===== config.mk =====
export PLATFORM = sky130hd
export DESIGN_NAME = bcd_seg7_scanner_flat
export DESIGN_NICKNAME = d
export VERILOG_FILES = /design/src/rtl/bcd_seg7_if.sv /design/src/rtl/bcd_seg7_scanner.sv /design/src/flat_wrapper.sv
export SDC_FILE = /design/constraint.sdc
export NUM_CORES = 1
export LEC_CHECK = 0
export CAP_MARGIN = 10
export CORE_UTILIZATION = 48
export DETAILED_ROUTE_END_ITERATION = 16
export GPL_TIMING_DRIVEN = 0
export HOLD_SLACK_MARGIN = 0.03
export MAX_ROUTING_LAYER = met4
export PLACE_DENSITY = 0.76
export RECOVER_POWER = 25
export SYNTH_ARGS = -nofsm -noshare
export SYNTH_HDL_FRONTEND = slang
export SYNTH_SLANG_ARGS = --single-unit

===== constraint.sdc =====
create_clock -name clk -period 1.66 [get_ports clk]
set_input_delay 0.249 -clock clk [delete_from_list [all_inputs] [get_ports clk]]
set_output_delay 0.249 -clock clk [all_outputs]
set_load 0.02 [all_outputs]

===== src/rtl/bcd_seg7_if.sv =====
// Signal bundle between a BCD digit source and the 7-segment scanner.
interface bcd_seg7_if #(
    parameter int unsigned NDIG = 4
);
    logic              en;
    logic [4*NDIG-1:0] bcd;
    logic [NDIG-1:0]   dp;
    logic              blank_lz;
    logic [6:0]        seg;
    logic              dp_out;
    logic [NDIG-1:0]   an;
    logic              frame_tick;

    modport master (
        output en, bcd, dp, blank_lz,
        input  seg, dp_out, an, frame_tick
    );

    modport slave (
        input  en, bcd, dp, blank_lz,
        output seg, dp_out, an, frame_tick
    );
endinterface


===== src/rtl/bcd_seg7_scanner.sv =====
// Time-multiplexed 7-segment driver for NDIG packed BCD digits with a per-frame
// input snapshot, leading-zero blanking, invalid-code glyph, inter-digit anode
// blanking and a frame tick. All outputs are registered.
module bcd_seg7_scanner #(
    parameter int unsigned NDIG        = 4,
    parameter int unsigned SCAN_DIV    = 1000,
    parameter int unsigned BLANK_CYC   = 2,
    parameter bit          SEG_ACT_LOW = 1'b1,
    parameter bit          AN_ACT_LOW  = 1'b1
) (
    input logic       clk,
    input logic       rst,
    bcd_seg7_if.slave bus
);
    localparam int unsigned       CNT_W    = $clog2(SCAN_DIV);
    localparam int unsigned       IDX_W    = $clog2(NDIG);
    localparam logic [CNT_W-1:0]  CNT_LAST = CNT_W'(SCAN_DIV - 1);
    localparam logic [IDX_W-1:0]  IDX_LAST = IDX_W'(NDIG - 1);
    localparam logic [6:0]        SEG_OFF  = {7{SEG_ACT_LOW}};
    localparam logic              DP_OFF   = SEG_ACT_LOW;
    localparam logic [NDIG-1:0]   AN_OFF   = {NDIG{AN_ACT_LOW}};

    logic [CNT_W-1:0]  cnt_q, cnt_d;
    logic [IDX_W-1:0]  idx_q, idx_d;
    logic [4*NDIG-1:0] snap_bcd_q, snap_bcd_d;
    logic [NDIG-1:0]   snap_dp_q, snap_dp_d;
    logic              snap_lz_q, snap_lz_d;
    logic [6:0]        seg_q, seg_d;
    logic              dp_q, dp_d;
    logic [NDIG-1:0]   an_q, an_d;
    logic              tick_q, tick_d;

    logic [NDIG-1:0]   zero_above;
    logic [3:0]        cur_digit;
    logic              blanked;
    logic              slot_lit;
    logic [6:0]        seg_act;
    logic              dp_act;
    logic [NDIG-1:0]   an_act;

    function automatic logic [6:0] seg_decode(input logic [3:0] d);
        case (d)
            4'd0:    seg_decode = 7'h3F;
            4'd1:    seg_decode = 7'h06;
            4'd2:    seg_decode = 7'h5B;
            4'd3:    seg_decode = 7'h4F;
            4'd4:    seg_decode = 7'h66;
            4'd5:    seg_decode = 7'h6D;
            4'd6:    seg_decode = 7'h7D;
            4'd7:    seg_decode = 7'h07;
            4'd8:    seg_decode = 7'h7F;
            4'd9:    seg_decode = 7'h6F;
            default: seg_decode = 7'h40;
        endcase
    endfunction

    // Anodes stay dark for the first BLANK_CYC cycles of every slot.
    if (BLANK_CYC == 0) begin : g_no_blank
        assign slot_lit = 1'b1;
    end else begin : g_blank
        assign slot_lit = (cnt_q >= CNT_W'(BLANK_CYC));
    end

    // Scan position advance and frame-start snapshot capture.
    always_comb begin
        cnt_d      = cnt_q;
        idx_d      = idx_q;
        snap_bcd_d = snap_bcd_q;
        snap_dp_d  = snap_dp_q;
        snap_lz_d  = snap_lz_q;
        if (bus.en) begin
            if (cnt_q == '0 && idx_q == '0) begin
                snap_bcd_d = bus.bcd;
                snap_dp_d  = bus.dp;
                snap_lz_d  = bus.blank_lz;
            end
            if (cnt_q == CNT_LAST) begin
                cnt_d = '0;
                idx_d = (idx_q == IDX_LAST) ? '0 : idx_q + 1'b1;
            end else begin
                cnt_d = cnt_q + 1'b1;
            end
        end
    end

    // zero_above[i] is set when snapshot digits NDIG-1 down to i are all zero.
    always_comb begin
        logic run;
        run        = 1'b1;
        zero_above = '0;
        for (int unsigned k = 0; k < NDIG; k++) begin
            run = run & (snap_bcd_q[4*(NDIG-1-k) +: 4] == 4'd0);
            zero_above[NDIG-1-k] = run;
        end
    end

    // Next output values from the current scan position and snapshot.
    always_comb begin
        cur_digit = snap_bcd_q[{idx_q, 2'b00} +: 4];
        blanked   = snap_lz_q && (idx_q != '0) && zero_above[idx_q];
        seg_act   = blanked ? 7'h00 : seg_decode(cur_digit);
        dp_act    = blanked ? 1'b0 : snap_dp_q[idx_q];
        an_act    = '0;
        an_act[idx_q] = slot_lit;

        seg_d  = SEG_OFF;
        dp_d   = DP_OFF;
        an_d   = AN_OFF;
        tick_d = 1'b0;
        if (bus.en) begin
            seg_d  = SEG_ACT_LOW ? ~seg_act : seg_act;
            dp_d   = SEG_ACT_LOW ? ~dp_act : dp_act;
            an_d   = AN_ACT_LOW ? ~an_act : an_act;
            tick_d = (cnt_q == CNT_LAST) && (idx_q == IDX_LAST);
        end
    end

    // State and output registers; reset darkens the display immediately.
    always_ff @(posedge clk or posedge rst) begin
        if (rst) begin
            cnt_q      <= '0;
            idx_q      <= '0;
            snap_bcd_q <= '0;
            snap_dp_q  <= '0;
            snap_lz_q  <= 1'b0;
            seg_q      <= SEG_OFF;
            dp_q       <= DP_OFF;
            an_q       <= AN_OFF;
            tick_q     <= 1'b0;
        end else begin
            cnt_q      <= cnt_d;
            idx_q      <= idx_d;
            snap_bcd_q <= snap_bcd_d;
            snap_dp_q  <= snap_dp_d;
            snap_lz_q  <= snap_lz_d;
            seg_q      <= seg_d;
            dp_q       <= dp_d;
            an_q       <= an_d;
            tick_q     <= tick_d;
        end
    end

    assign bus.seg        = seg_q;
    assign bus.dp_out     = dp_q;
    assign bus.an         = an_q;
    assign bus.frame_tick = tick_q;
endmodule

===== src/flat_wrapper.sv =====
// flat-port wrapper written by rule: the top's interface ports become plain ports
module bcd_seg7_scanner_flat 
#(
    parameter int unsigned NDIG        = 4,
    parameter int unsigned SCAN_DIV    = 1000,
    parameter int unsigned BLANK_CYC   = 2,
    parameter bit          SEG_ACT_LOW = 1'b1,
    parameter bit          AN_ACT_LOW  = 1'b1
)
  (clk, rst, bus_en, bus_bcd, bus_dp, bus_blank_lz, bus_seg, bus_dp_out, bus_an, bus_frame_tick);
  bcd_seg7_if #(.NDIG(NDIG)) bus_i ();
  input logic clk;
  input logic rst;
  input wire logic [$bits(bus_i.en)-1:0] bus_en;
  input wire logic [$bits(bus_i.bcd)-1:0] bus_bcd;
  input wire logic [$bits(bus_i.dp)-1:0] bus_dp;
  input wire logic [$bits(bus_i.blank_lz)-1:0] bus_blank_lz;
  output wire logic [$bits(bus_i.seg)-1:0] bus_seg;
  output wire logic [$bits(bus_i.dp_out)-1:0] bus_dp_out;
  output wire logic [$bits(bus_i.an)-1:0] bus_an;
  output wire logic [$bits(bus_i.frame_tick)-1:0] bus_frame_tick;
  assign bus_i.en = bus_en;
  assign bus_i.bcd = bus_bcd;
  assign bus_i.dp = bus_dp;
  assign bus_i.blank_lz = bus_blank_lz;
  assign bus_seg = bus_i.seg;
  assign bus_dp_out = bus_i.dp_out;
  assign bus_an = bus_i.an;
  assign bus_frame_tick = bus_i.frame_tick;
  bcd_seg7_scanner #(.NDIG(NDIG), .SCAN_DIV(SCAN_DIV), .BLANK_CYC(BLANK_CYC), .SEG_ACT_LOW(SEG_ACT_LOW), .AN_ACT_LOW(AN_ACT_LOW)) u_core (.clk(clk), .rst(rst), .bus(bus_i));
endmodule

==> impl_metrics.tcl, run 1 <==
set metrics [dict create \
    outcome "finished, violations left" \
    violations "setup timing" \
    hold_violations 0 \
    place_inst 275 \
    place_area_um2 2750 \
    crit_path_end_kind "register" \
    tightest_slew_ps 652 \
    clockBufferDepth 2 \
    clk_pin_slew_ps 80 \
    antenna_left 0 \
    avgSynthCellArea_um2 12.2 \
    tns_ps -3360 \
    gp_congestion 0.787 \
    nets 283 \
    start_kind "register" \
    cts_root_buf "clkbuf_8" \
    period_minus_slack_ps 1890 \
    cts_tree "yes" \
    wirelength_um 4520 \
    r2r_slack_ps -230 \
    synthArstFlopShare_pct 100 \
    numPortBuffers 36 \
    final_cell_area_um2 3040 \
    cp.required_ps 1850 \
    pin_count 37 \
    firstDrtPassIters 6 \
    grt_setup_unrepaired "true" \
    grt_overflow 0 \
    design.die.area_um2 5010 \
    yosysSeqAreaShare_pct 51.3 \
    dpl.hpwl_um 2970 \
    drt_iter0_drc 135 \
    die_h_um 70.8 \
    fmax_mhz 528 \
    setup_slack_ps -233 \
    p_per_area_nw_per_um2 828 \
    num_rows 24 \
    syn-cell-area_um2 2270 \
    arrival_ps 2080 \
    track_usage_pct 20.6 \
    clock-sinks 46 \
    syn_inst 186 \
    grt_pass1_wl_um 7720 \
    worstSkewPairLatency_ps 290 \
    hold_class "in2async" \
    syn_nets 222 \
    grt_start_max_net_pins 30 \
    coreArea_um2 4440 \
    route.detailed.drc 0 \
    finalNonFillerCells 300 \
    antenna_cells 0 \
    crit_fanout 7 \
    ys_types 37 \
    setup_viol 28 \
    cts_inserted_buffers 5 \
    cts-htree-levels 2 \
    syn2layout_area_growth_pct 33.8 \
    synth-seq-cells 46 \
    slew_violations 0 \
    cap_violations 0 \
    floorplan.initialDensity_pct 51.1 \
    p_leak_nw 1.41 \
    vias_per_cell 5.36 \
    synth_edf_count 0 \
    antenna_found_initial 0 \
    max-slew-margin-rel_pct 56.5 \
    vias 1609 \
    cts_hold_buf 0 \
    wl_per_cell_um 15.1 \
    ir_drop_v 0.000533 \
    fin_skew_ps 6.88 \
    ys.flop_type "dfrtp_1" \
    holdWs_ps 486 \
    grt_pass1_vias 1634 \
    finalCritPeriodShare_pct 114 \
    finalPower_mw 2.52 \
    drive_above_1_share_pct 31.0 \
    crit_type "reg2reg" \
    yosys_warnings 0 \
    dieWidth_um 70.8 \
]
==> placed cells by master (no fill, tap or decap), types with 2 or more instances in the layout <==
cell type and instances:
ha_4 2, o21ai_1 2, xnor2_1 6, dfrtp_1 30
dlymetal6s2s_1 3, mux2i_1 4, ha_2 2, nor4_2 2
buf_6 6, and3_1 2, inv_1 6, mux4_2 5
mux2_1 22, clkbuf_1 2, o22ai_1 2, nand4_1 2
clkbuf_4 2, dfstp_2 12, clkdlybuf4s50_1 23, clkbuf_8 6
a21oi_1 2, nor2_1 11, inv_2 4, nand2_1 12
dlygate4sd2_1 9, buf_4 17, nor4_1 4, nand3_1 7
ha_1 8, dfrtp_2 4, o211ai_1 2
==> what timing repair did <==
item / CTS / global route
cloned: 1 / 0
pin swaps: 6 / 4
setup endpoints to repair: 39 / 37
setup buffers: 13 / 4
resized for setup: 24 / 15
==> flip-flops by register name, summed over array words and instances, names as in the netlist <==
name and flops:
u_core.snap_bcd_q 16, u_core.cnt_q 10, u_core.bus.seg 7, u_core.bus.an 4, u_core.snap_dp_q 4, u_core.idx_q 2
u_core.bus.dp_out 1, u_core.bus.frame_tick 1, u_core.snap_lz_q 1
==> worst paths after layout <==
path,endpoint,startpoint,depth (start not counted)
max,u_core.bus.seg[1],u_core.idx_q[1],7
min,u_core.snap_bcd_q[1],rst,2
max reg2reg,u_core.bus.seg[1],u_core.idx_q[1],7
min reg2reg,u_core.snap_lz_q,u_core.snap_lz_q,1
max in group asynchronous,u_core.bus.an[0],rst,3
min in group clk,u_core.snap_lz_q,u_core.snap_lz_q,1
==> logic make-up after synthesis <==
kind of cell | count (synthesis) | share of synthesized area [%]
multiplexers | 33 | 18.6
XOR/XNOR | 7 | 2.70
AO/OA/AOI/OAI | 13 | 3.69
flip-flops | 46 | 51.3
AND/OR/NAND/NOR | 56 | 13.0
buffers and inverters | 19 | 4.07
adder cells (fa/ha/maj) | 12 | 6.61
==> synthesized netlist by cell type (all sizes together) (2+ instances only) <==
master  count  area share (%)
buf         7             2.1
dfrtp      34              37
mux2i       4             1.8
and2        2            0.66
nand4       2            0.55
inv        11             1.8
mux4        5             5.0
nor3        2            0.66
nor2       13             2.5
nand3       8             1.8
dfstp      12              14
or2         2            0.55
nand2      13             2.1
o22ai       3            0.83
mux2       24              12
a21oi       3            0.66
nor4        6             1.7
o211ai      2            0.66
ha         12             6.6
o21ai       2            0.44
and3        3            0.83
xnor2       6             2.3
==> critical path, stage by stage, from the launching register on <==
cell and delay [ps]:
dfrtp_1 370, buf_6 140, mux4_2 560, inv_4 110, ha_4 200, buf_4 130, o22ai_2 140, nand3_1 120
==> where the power goes <==
part	internal [mW]	switching [mW]	total, mW
logic	0.256	0.208	0.464
clock network	0.336	0.356	0.692
registers	1.23	0.132	1.36
==> layer usage <==
layer / track usage (%) / up-vias / part of all wire [%]
li1: - / 770 / -
met1: 25.2 / 796 / 44
met2: 34.9 / 39 / 52
met3: 4.70 / 4 / 3.8
met4: 4.67 / 0 / 0.82
met5: - / - / 0
==> area by class of cell <==
cell class | instances | area (um2)
buffer | 7 | 63.8
clock buffer | 7 | 86.3
clock inverter | 1 | 5.00
fill | 335 | 1410
inverter | 11 | 43.8
multi-input combinational | 121 | 1100
sequential | 46 | 1170
tap | 52 | 65.1
timing repair buffer | 55 | 507
==> through the flow <==
stage          setup WS, ps  utilization, %
3_3_place_gp           -543            61.4
4_1_cts                -197            67.3
2_1_floorplan          -150               -
6_report               -233            68.4
5_1_grt                -295            68.4
3_5_place_dp           -296            61.9
Power figures use the tool's default switching activity.
==> inputs of run 2 (changes only) <==
CORE_UTILIZATION = 55   (was 48)
PLACE_DENSITY = 0.82   (was 0.76)
clock period = 2.45 ns   (was 1.66 ns; I/O delays follow)
==> run 2 against run 1 <==
  * The run ends with capacitance limit, slew limit left
  * Hold slack improved by 27 ps
  * Sequential cell count did not move
  * Largest power group unchanged
  * Total power fell by 35%
  * Largest cell class unchanged
  * Critical path depth rose by 1
  * Sequential share of layout area rose by 3.4 points
==> impl_metrics.tcl, run 2 (synthesized netlist as in run 1, its figures left out) <==
set metrics [dict create \
    outcome "finished, violations left" \
    violations "capacitance limit, slew limit" \
    design.die.area_um2 4390 \
    regMostFlops "u_core.snap_bcd_q" \
    crit_start "u_core.idx_q[1]" \
    cts_inserted_buffers 5 \
    wirelength_um 4090 \
    finalCritPeriodShare_pct 82.2 \
    crit_fanout 8 \
    antenna_cells 0 \
    largest_reg_flops 16 \
    num_rows 22 \
    grt_pass1_vias 1519 \
    syn2layout_area_growth_pct 22.5 \
    cts_tree "yes" \
    fin_skew_ps 7.98 \
    grt_use_met3_pct 6.72 \
    cts_root_buf "clkbuf_8" \
    fmax_mhz 497 \
    cp.required_ps 2650 \
    grt_start_max_net_pins 47 \
    track_usage_pct 22.9 \
    min_from "u_core.snap_dp_q[2]" \
    grt_overflow 0 \
    vias_per_cell 5.45 \
    grt_setup_unrepaired "false" \
    clockBufferDepth 2 \
    layout_commonest_cell "clkdlybuf4s50_1" \
    cts-htree-levels 2 \
    vias 1514 \
    grt_pass1_wl_um 6940 \
    tightest_slew_ps 1590 \
    route.detailed.drc 0 \
    die_h_um 66.3 \
    clk_pin_slew_ps 80 \
    drt_iter0_drc 71 \
    grt.busiest_layer "met2" \
    numPortBuffers 36 \
    setup_viol 0 \
    p_leak_nw 1.27 \
    start_kind "register" \
    max-slew-margin-rel_pct -6.26 \
    clock-sinks 46 \
    finalPower_mw 1.63 \
    ctsResizeCount 0 \
    grt_use_met2_pct 36.7 \
    ir_drop_v 0.000400 \
    dpl.hpwl_um 3070 \
    cts_hold_buf 0 \
    antenna_left 0 \
    mostFrequentLayoutCells "36 x clkdlybuf4s50_1, 34 x dfrtp_1, 23 x mux2_1, 13 x nand2_1" \
    cts_setup_buffers 0 \
    firstDrtPassIters 5 \
    floorplan.initialDensity_pct 59.8 \
    hold_class "reg2reg" \
    pin_count 37 \
    slew_violations 47 \
    p_per_area_nw_per_um2 585 \
    cap_violations 1 \
    tns_ps 0 \
    antenna_found_initial 0 \
    nets 265 \
    hold_violations 0 \
    filler_cell_count 267 \
    worstSkewPairLatency_ps 310 \
    arrival_ps 2220 \
    wl_per_cell_um 14.7 \
    gr-usage-met1_pct 25.9 \
    period_minus_slack_ps 2010 \
    dieWidth_um 66.3 \
    r2r_start "u_core.idx_q[1]" \
    drive_above_1_share_pct 15.7 \
    crit_type "reg2reg" \
    coreArea_um2 3800 \
    gp_congestion 0.804 \
    crit_path_end_kind "register" \
]
run 2: cell types whose count changed in the layout (fill, tap and decap cells not counted), moves of 5 or more:
cell,before,now
dlygate4sd2_1,9,0
buf_2,0,5
clkdlybuf4s50_1,23,36
inv_1,6,11
buf_4,17,0
run 2: where the power goes:
part / internal, mW / leakage (nW) / switching (mW)
Sequential: 0.825 / 0.584 / 0.0756
Clock: 0.228 / 0.0482 / 0.244
Combinational: 0.126 / 0.637 / 0.130
Total: 1.18 / 1.27 / 0.449
run 2: cell type report:
type                       count  area (um2)  area share [%]
timing repair buffer          36         360            12.9
inverter                      11        41.3            1.48
clock inverter                 1        5.00           0.180
tap                           48        60.1            2.16
buffer                         8        51.3            1.84
clock buffer                   7        86.3            3.10
multi-input combinational    121        1010            36.4
sequential                    46        1170            41.9
run 2: path summary, 6_finish.rpt:
kind,to,slack [ps],cells after the start
setup reg to reg,u_core.bus.seg[3],440,8
min in group asynchronous,u_core.cnt_q[3],850,2
hold reg to reg,u_core.snap_dp_q[2],510,1
max in group asynchronous,u_core.cnt_q[2],660,2
hold / removal,u_core.snap_dp_q[2],510,1
setup / recovery,u_core.bus.seg[3],440,8
run 2: metal layers:
metal,part of all wire [%],routed length [um],vias up
met5,0,0,-
met4,2.5,104,0
met3,5.0,204,12
met2,50,2030,59
met1,43,1750,714
li1,-,-,729
run 2: critical path: stages (launching register included):
cell and delay, ps:
dfrtp_1 400, buf_6 160, mux4_2 580, inv_1 130, ha_1 150, inv_1 40
or2_0 200, mux2i_1 140, nand3_1 100
run 2: through the flow:
step | setup slack, ps | utilization [%] | hold WS [ps] | cell area [um2] | std cells
floorplan | 617 | - | 459 | 2270 | 186
global placement | 265 | 70.9 | 472 | 2690 | 270
detailed placement | 426 | 70.9 | 488 | 2690 | 270
CTS | 435 | 73.3 | 512 | 2780 | 278
global route | 275 | 73.3 | 523 | 2780 | 278
finish | 436 | 73.3 | 513 | 2780 | 278
